$ cat config.mk
export PLATFORM = sky130hd
export DESIGN_NAME = alu_control_seq
export DESIGN_NICKNAME = d
export VERILOG_FILES = /design/src/rtl/alu_control_seq.sv
export SDC_FILE = /design/constraint.sdc
export NUM_CORES = 1
export LEC_CHECK = 0
export CORE_UTILIZATION = 52
export CTS_BUF_LIST = sky130_fd_sc_hd__clkbuf_8 sky130_fd_sc_hd__clkbuf_16
export CTS_CLUSTER_SIZE = 8
export DETAILED_ROUTE_END_ITERATION = 10
export HOLD_SLACK_MARGIN = 0.1
export PLACE_DENSITY = 0.78
export SLEW_MARGIN = 10
export SYNTH_ARGS = -nofsm -noshare
export SYNTH_HDL_FRONTEND = slang
export SYNTH_SLANG_ARGS = --single-unit
$ cat constraint.sdc
create_clock -name clk -period 2.8 [get_ports clk]
set_input_delay 0.56 -clock clk [delete_from_list [all_inputs] [get_ports clk]]
set_output_delay 0.56 -clock clk [all_outputs]
set_load 0.02 [all_outputs]
$ cat src/rtl/alu_control_seq.sv
// rtl/alu_control_seq.sv - ALU control decode plus multi-cycle mult/div sequencer with HI/LO registers
// Define ALU_DIV_EN to include the restoring divider and the DIV state.
module alu_control_seq #(
    parameter int WIDTH  = 32,
    parameter int CTRL_W = 4
) (
    input  logic              clk,
    input  logic              rst_n,
    input  logic [1:0]        ALUop,
    input  logic [5:0]        FieldFunc,
    input  logic              Start,
    input  logic [WIDTH-1:0]  OpA,
    input  logic [WIDTH-1:0]  OpB,
    output logic [CTRL_W-1:0] ALUConInput,
    output logic              IllegalOp,
    output logic              Stall,
    output logic              Done,
    output logic              DivZero,
    output logic [WIDTH-1:0]  HiOut,
    output logic [WIDTH-1:0]  LoOut,
    output logic [1:0]        HiLoSel
);

    localparam logic [5:0] F_ADD   = 6'b100000;
    localparam logic [5:0] F_SUB   = 6'b100010;
    localparam logic [5:0] F_AND   = 6'b100100;
    localparam logic [5:0] F_OR    = 6'b100101;
    localparam logic [5:0] F_SLT   = 6'b101010;
    localparam logic [5:0] F_MFHI  = 6'b010000;
    localparam logic [5:0] F_MTHI  = 6'b010001;
    localparam logic [5:0] F_MFLO  = 6'b010010;
    localparam logic [5:0] F_MTLO  = 6'b010011;
    localparam logic [5:0] F_MULT  = 6'b011000;
    localparam logic [5:0] F_MULTU = 6'b011001;
`ifdef ALU_DIV_EN
    localparam logic [5:0] F_DIV   = 6'b011010;
    localparam logic [5:0] F_DIVU  = 6'b011011;
`endif
    localparam int CNT_W = $clog2(WIDTH);

    typedef enum logic [1:0] {IDLE, MUL, DIV, FIN} state_t;

    state_t             state;
    logic [CNT_W-1:0]   cnt;
    logic [WIDTH-1:0]   acc_hi;
    logic [WIDTH-1:0]   acc_lo;
    logic [WIDTH-1:0]   addend;
    logic               neg_res;
    logic [3:0]         code;

    always_comb begin
        code      = 4'b1111;
        IllegalOp = 1'b0;
        HiLoSel   = 2'b00;
        case (ALUop)
            2'b00: code = 4'b0010;
            2'b01: code = 4'b0110;
            2'b10: begin
                case (FieldFunc)
                    F_ADD:  code = 4'b0010;
                    F_SUB:  code = 4'b0110;
                    F_AND:  code = 4'b0000;
                    F_OR:   code = 4'b0001;
                    F_SLT:  code = 4'b0111;
                    F_MFHI: begin
                        code    = 4'b0010;
                        HiLoSel = 2'b01;
                    end
                    F_MFLO: begin
                        code    = 4'b0010;
                        HiLoSel = 2'b10;
                    end
                    F_MULT, F_MULTU, F_MTHI, F_MTLO: code = 4'b0010;
`ifdef ALU_DIV_EN
                    F_DIV, F_DIVU: code = 4'b0010;
`endif
                    default: begin
                        code      = 4'b1111;
                        IllegalOp = 1'b1;
                    end
                endcase
            end
            default: code = 4'b1111;
        endcase
    end

    assign ALUConInput = CTRL_W'(code);

    // Sequenced ops are only accepted in IDLE; funct bit 0 clear marks the signed variants.
    logic             go;
    logic             op_signed;
    logic             start_mul;
    logic [WIDTH-1:0] mag_a;
    logic [WIDTH-1:0] mag_b;

    assign go        = Start && (ALUop == 2'b10) && (state == IDLE);
    assign op_signed = ~FieldFunc[0];
    assign start_mul = go && ((FieldFunc == F_MULT) || (FieldFunc == F_MULTU));
    assign mag_a     = (op_signed && OpA[WIDTH-1]) ? -OpA : OpA;
    assign mag_b     = (op_signed && OpB[WIDTH-1]) ? -OpB : OpB;

    logic [WIDTH:0]     mul_sum;
    logic [2*WIDTH-1:0] prod;
    logic [2*WIDTH-1:0] prod_fix;

    assign mul_sum  = {1'b0, acc_hi} + (acc_lo[0] ? {1'b0, addend} : {(WIDTH+1){1'b0}});
    assign prod     = {acc_hi, acc_lo};
    assign prod_fix = neg_res ? -prod : prod;

`ifdef ALU_DIV_EN
    logic             start_div;
    logic             is_div;
    logic             neg_rem;
    logic             dvsr_zero;
    logic [WIDTH-1:0] opa_raw;
    logic [WIDTH:0]   div_shift;
    logic [WIDTH:0]   div_diff;
    logic             div_ge;
    logic [WIDTH-1:0] q_fix;
    logic [WIDTH-1:0] r_fix;

    assign start_div = go && ((FieldFunc == F_DIV) || (FieldFunc == F_DIVU));
    // Partial remainder is always below the divisor, so the borrow bit alone decides the quotient bit.
    assign div_shift = {acc_hi, acc_lo[WIDTH-1]};
    assign div_diff  = div_shift - {1'b0, addend};
    assign div_ge    = ~div_diff[WIDTH];
    assign q_fix     = neg_res ? -acc_lo : acc_lo;
    assign r_fix     = neg_rem ? -acc_hi : acc_hi;
`endif

    always_ff @(posedge clk or negedge rst_n) begin
        if (!rst_n) begin
            state     <= IDLE;
            cnt       <= '0;
            acc_hi    <= '0;
            acc_lo    <= '0;
            addend    <= '0;
            neg_res   <= 1'b0;
            HiOut     <= '0;
            LoOut     <= '0;
            Stall     <= 1'b0;
            Done      <= 1'b0;
            DivZero   <= 1'b0;
`ifdef ALU_DIV_EN
            is_div    <= 1'b0;
            neg_rem   <= 1'b0;
            dvsr_zero <= 1'b0;
            opa_raw   <= '0;
`endif
        end else begin
            Done    <= 1'b0;
            DivZero <= 1'b0;
            case (state)
                IDLE: begin
                    if (start_mul) begin
                        state   <= MUL;
                        Stall   <= 1'b1;
                        cnt     <= CNT_W'(WIDTH - 1);
                        acc_hi  <= '0;
                        acc_lo  <= mag_b;
                        addend  <= mag_a;
                        neg_res <= op_signed && (OpA[WIDTH-1] ^ OpB[WIDTH-1]);
`ifdef ALU_DIV_EN
                        is_div  <= 1'b0;
                    end else if (start_div) begin
                        state     <= DIV;
                        Stall     <= 1'b1;
                        cnt       <= CNT_W'(WIDTH - 1);
                        acc_hi    <= '0;
                        acc_lo    <= mag_a;
                        addend    <= mag_b;
                        neg_res   <= op_signed && (OpA[WIDTH-1] ^ OpB[WIDTH-1]);
                        neg_rem   <= op_signed && OpA[WIDTH-1];
                        dvsr_zero <= (OpB == '0);
                        opa_raw   <= OpA;
                        is_div    <= 1'b1;
`endif
                    end else if (go && (FieldFunc == F_MTHI)) begin
                        HiOut <= OpA;
                    end else if (go && (FieldFunc == F_MTLO)) begin
                        LoOut <= OpA;
                    end
                end
                MUL: begin
                    {acc_hi, acc_lo} <= {mul_sum, acc_lo[WIDTH-1:1]};
                    if (cnt == '0) state <= FIN;
                    else           cnt   <= cnt - 1'b1;
                end
`ifdef ALU_DIV_EN
                DIV: begin
                    acc_hi <= div_ge ? div_diff[WIDTH-1:0] : div_shift[WIDTH-1:0];
                    acc_lo <= {acc_lo[WIDTH-2:0], div_ge};
                    if (cnt == '0) state <= FIN;
                    else           cnt   <= cnt - 1'b1;
                end
`endif
                FIN: begin
                    state <= IDLE;
                    Stall <= 1'b0;
                    Done  <= 1'b1;
`ifdef ALU_DIV_EN
                    if (is_div) begin
                        if (dvsr_zero) begin
                            LoOut   <= '1;
                            HiOut   <= opa_raw;
                            DivZero <= 1'b1;
                        end else begin
                            LoOut <= q_fix;
                            HiOut <= r_fix;
                        end
                    end else begin
                        HiOut <= prod_fix[2*WIDTH-1:WIDTH];
                        LoOut <= prod_fix[WIDTH-1:0];
                    end
`else
                    HiOut <= prod_fix[2*WIDTH-1:WIDTH];
                    LoOut <= prod_fix[WIDTH-1:0];
`endif
                end
                default: state <= IDLE;
            endcase
        end
    end

endmodule

# Word-level counts from Yosys, hierarchy flattened
# Cells that the tools add are included.
totals:
  regBits: 170
  in_bits: 75
  word_cells: 92
  output_inout_bits: 74
op_classes:
  n_bitwise: 2
  n_eq_ne: 22
  add_sub_neg: 5
  mux: 30
  n_reduce_logical: 23
op_table:
  columns: ["operator", "count"]
  rows:
  - ["32-bit two-way mux", 10]
  - ["32-bit one-hot mux with 2 select lines", 4]
  - ["64-bit two-way mux", 1]
  - ["32-bit negator", 2]
  - ["64-bit negator", 1]
  - ["6-bit by 5-bit equality test with 1-bit output (second input constant)", 6]
  - ["32-bit by 32-bit adder with 33-bit output", 1]
  - ["6-bit equality test (second input constant)", 5]
  - ["4-bit one-hot mux with 5 select lines", 1]
  - ["4-bit one-hot mux with 3 select lines", 1]
  - ["11-bit OR reduction", 1]
  - ["5-bit two-way mux", 2]
  - ["2-bit inequality test (second input constant)", 5]
  - ["5-bit one-hot mux with 2 select lines", 1]
  - ["1-bit logical AND", 8]
  - ["2-bit one-hot mux with 2 select lines", 2]
  - ["2-bit AND reduction", 4]
  - ["7-bit OR reduction", 1]
  - ["2-bit two-way mux", 3]
  - ["3-bit AND reduction", 2]
  - ["5-bit logical NOT", 1]
  - ["5-bit by 1-bit subtractor with 5-bit output (second input constant)", 1]
  - ["2-bit by 1-bit equality test with 1-bit output (second input constant)", 2]
  - ["2-bit equality test (second input constant)", 2]
  - ["other kinds (9)", 15]

# Depth between registers and ports, before layout
depth:
  depth_word: 8
  depth_mapped: 13
  ltp_nobuf: 11

# Least setup slack after synthesis
# No wires, ideal clock.
synth_path:
  path_type: "reg2reg"
  start: "reg acc_lo[0]"
  end: "reg acc_hi[29]"
  setup_slack_ns: -0.336
  required_ns: 2.663
  synth_period_minus_slack_ns: 3.136
  setup_time_ns: 0.137
  path_stages_with_launch: 12
  arrival_ns: 2.999
  path_buffers: 2
  path_cell_list: "dfrtp_1 clkbuf_1 clkbuf_1 and2_1 ha_1 a21oi_1 a21boi_0 o311a_1 a2111oi_0 o22ai_1 nand4b_1 o211ai_1"
synth_via:
  elab_chain_cells: 3
synth_rtl:
  columns: ["element", "line_no", "rtl"]
  rows:
  - ["start, declared", "46", "logic [WIDTH-1:0] acc_lo;"]
  - ["start signal, assigned", "160", "acc_lo <= mag_b;"]
  - ["start signal, assigned", "185", "{acc_hi, acc_lo} <= {mul_sum, acc_lo[WIDTH-1:1]};"]
  - ["32-bit two-way mux", "106", "assign mul_sum = {1'b0, acc_hi} + (acc_lo[0] ? {1'b0, addend} : {(WIDTH+1){1'b0}});"]
  - ["32-bit by 32-bit adder with 33-bit output", "106", null]
  - ["32-bit one-hot mux with 2 select lines", "153", "case (state)"]
  - ["end signal, assigned", "185", null]
  - ["end, declared", "45", "logic [WIDTH-1:0] acc_hi;"]
# Every way passes these cells.
# A chain may end at the register's enable or synchronous reset.

# Worst setup path after layout
layout_path:
  start: "reg acc_lo[0]"
  end: "reg acc_hi[24]"
# Same word-level chain as after synthesis.

==> flow_metrics.env <==
export IMPL_cts_buffer_depth=2
export IMPL_synth_top_area_share=0.356
export IMPL_wl_per_cell_microns=21.0
export IMPL_maxSlewViolCount=0
export IMPL_crit_chain="buf_6 > buf_6 > and2_4 > ha_4 > nand4_1 > buf_4 > o22ai_4 > a211oi_2 > buf_4 > a21o_1 > a211o_1 > a21o_1 > a32o_1"
export IMPL_ys_async_sr_fraction=1.00
export IMPL_crit_type="register to register"
export IMPL_required_ps=3140
export IMPL_synthTopCellsByArea="dfrtp_1 36%, o21ai_0 6.5%, xor2_1 6.4%, nand2_1 4.9%, nor2_1 4.2%"
export IMPL_ir_drop_v=0.000505
export IMPL_synth_cell_types=70
export IMPL_synth_ff_type="dfrtp_1"
export IMPL_crit_path_top_delay_cell="dfrtp_2"
export IMPL_drtIter0Drc=1214
export IMPL_synth_simple_area_share=0.211
export IMPL_netlist_instances=1447
export IMPL_antenna_found_initial=0
export IMPL_synth_top_family_by_area="compound AO/OA/AOI/OAI gates"
export IMPL_drt_drc_violations_left=0
export IMPL_io_pins=149
export IMPL_setup_viol=1
export IMPL_grt_usage=0.366
export IMPL_fin_skew_ps=17.3
export IMPL_rr_endpoint="acc_hi[24]$_DFFE_PN0P_"
export IMPL_yosysMostFrequentCell="dfrtp_1"
export IMPL_pre_cts_ws_ps=-380
export IMPL_cp_num_buf_inv=4
export IMPL_finalWorstSetupSlack_ps=-33.0
export IMPL_hpwl_mm=31.7
export IMPL_die_w_microns=154
export IMPL_yosysWarnings=0
export IMPL_dr_pass1_iters=7
export IMPL_ys_seq_elements=170
export IMPL_synthTopCellsByCount="170 x dfrtp_1, 156 x nand2_1, 155 x o21ai_0"
export IMPL_tightest_slew_ps=904
export IMPL_n_antenna_cell=0
export IMPL_yosysSeqAreaShare=0.356
export IMPL_routabilityCongestion=0.960
export IMPL_maxCapViolCount=0
export IMPL_hold_ws_ps=144
export IMPL_synth_avg_cell_area_sq_um=8.27
export IMPL_nNetsFinal=1873
export IMPL_cts_tree="built"
export IMPL_min_period_ps=2830
export IMPL_status="finished with violations"
export IMPL_cp_num_cells=13
export IMPL_core_area_sq_um=22600
export IMPL_worst_setup_path_start_kind="register"
export IMPL_power_density_nw_per_um2=794
export IMPL_htree_levels=4
export IMPL_fillerInstances=1627
export IMPL_area_delta_synth_final_pct=38.9
export IMPL_grt_pass1_wl_mm=67.3
export IMPL_drive_above_1_share=0.214
export IMPL_cp_top_family="compound AO/OA/AOI/OAI gates"
export IMPL_synth_compound_area_frac=0.240
export IMPL_synthAdderAreaFrac=0.0435
export IMPL_hold_class="primary input to asynchronous set/reset pin"
export IMPL_relSlewSlack=0.397
export IMPL_path_clk_slew_ps=70
export IMPL_grt_overflow=0
export IMPL_vias=12900
export IMPL_wl_mm=43.1
export IMPL_rows=55
export IMPL_r2r_slack_ps=-30
export IMPL_clock_latency_ps=450
export IMPL_clock_sinks=170
export IMPL_r2r_cells=13
export IMPL_cts_hold_buf=0
export IMPL_leakagePower_nw=7.15
export IMPL_grt_pass1_vias=12500
export IMPL_crit_arrival_ps=3170
export IMPL_violations="setup timing"
export IMPL_cpPeakStageDelay_ps=430
export IMPL_crit_path_end_kind="register"
export IMPL_synth_fp_nets=1563
export IMPL_worstPathMaxFanout=7
export IMPL_syn_cell_area_sq_um=12000
export IMPL_timing_fmax_ghz=0.353
export IMPL_synth_area_mux_share=0.00847
export IMPL_dieArea_sq_um=23600
export IMPL_hold_viol=0
export IMPL_rsz0062_at_grt="true"
export IMPL_synth_xor_area_share=0.102
export IMPL_ant_nets=0
export IMPL_startpoint="acc_lo[0]$_DFFE_PN0P_"
export IMPL_cts_root_buf="clkbuf_16"
export IMPL_synth_top_area_cell="dfrtp_1"
export IMPL_endpoint="acc_hi[24]$_DFFE_PN0P_"
export IMPL_r2r_start="acc_lo[0]$_DFFE_PN0P_"
export IMPL_vias_per_cell=6.29
export IMPL_synth_edf_count=0
export IMPL_cts_made_buffers=17
export IMPL_port_buffers=147
export IMPL_grt_max_degree=75
export IMPL_initial_core_util=0.530
export IMPL_chipHeight_microns=154
export IMPL_post_route_period_util=1.01
## sequential cells by signal (all words and copies together) (netlist names)
register and count:
HiOut 32, LoOut 32, acc_hi 32, acc_lo 32, addend 32, cnt 5
state 2, Done 1, Stall 1, neg_res 1
## report_power, final
part	switching [mW]	internal [mW]
registers	0.693	3.13
clock network	1.13	1.70
logic	3.72	2.83
total	5.54	7.66
## per-stage QoR
stage / setup TNS (ps) / instance area [sq um] / power [mW] / utilization / instances
finish: -33.0 / 16600 / 13.2 / 0.736 / 2055
global route: -435 / 16600 / 13.8 / 0.736 / 2055
CTS: -98.6 / 16200 / 12.7 / 0.718 / 2043
detailed placement: -7570 / 15300 / 9.71 / 0.676 / 2007
global placement: -4140 / 15300 / 9.54 / 0.676 / 2007
floorplan: 0 / 12000 / 6.85 / - / 1447
## logic make-up after synthesis
family | after synthesis
compound gates | 457
flops | 170
fa+ha+maj | 41
mux | 10
simple gates | 508
other cells | 1
buf+inv | 120
xor+xnor | 140
## layout make-up
class                           count  area, sq um  share of cell area
Multi-Input combinational cell   1157         7840               0.472
Tap cell                          285          357              0.0215
Clock buffer                       17          425              0.0256
Clock inverter                     15          262              0.0157
Inverter                           32          120             0.00723
Timing Repair Buffer              379         3360               0.202
Sequential cell                   170         4260               0.256
## worst min-delay path by stage
| stage | startpoint | endpoint |
|---|---|---|
| after floorplan | rst_n | Done$_DFF_PN0_ |
| after global placement | addend[20]$_DFFE_PN0P_ | addend[20]$_DFFE_PN0P_ |
| after detailed placement | addend[14]$_DFFE_PN0P_ | addend[14]$_DFFE_PN0P_ |
| after CTS | rst_n | LoOut[20]$_DFFE_PN0P_ |
| after global routing | rst_n | LoOut[26]$_DFFE_PN0P_ |
| final | rst_n | LoOut[26]$_DFFE_PN0P_ |
## worst register-to-register path, stage by stage (launching register included)
cell,delay (ps)
dfrtp_2,430
buf_6,140
buf_6,130
and2_4,140
ha_4,290
nand4_1,160
buf_4,190
o22ai_4,110
a211oi_2,80
buf_4,150
a21o_1,220
a211o_1,290
a21o_1,160
a32o_1,240
## routing by layer
metal  GRT usage  vias up  share of wire
met3      0.0772      218          0.095
met2       0.591      825           0.46
li1            -     5816              -
met1       0.451     6073           0.38
met4       0.218        0          0.065
met5           0        -              0
## placed cells by master, fill, tap and decap left out, types with 30 or more instances in the layout
cell type / instances
a211oi_1: 32
a21o_1: 42
a21oi_1: 87
buf_4: 214
clkdlybuf4s50_1: 140
dfrtp_1: 168
inv_1: 30
nand2_1: 155
nor2_1: 131
nor3_1: 30
o21ai_0: 140
xnor2_1: 52
xor2_1: 87
## repair_timing
item,4_1_cts,5_1_grt
buffers inserted,5,12
resized for setup,48,79
pin swaps,16,35
endpoints found under the hold margin,0,0
endpoints found under the setup margin,36,56
Power figures use the tool's default switching activity.
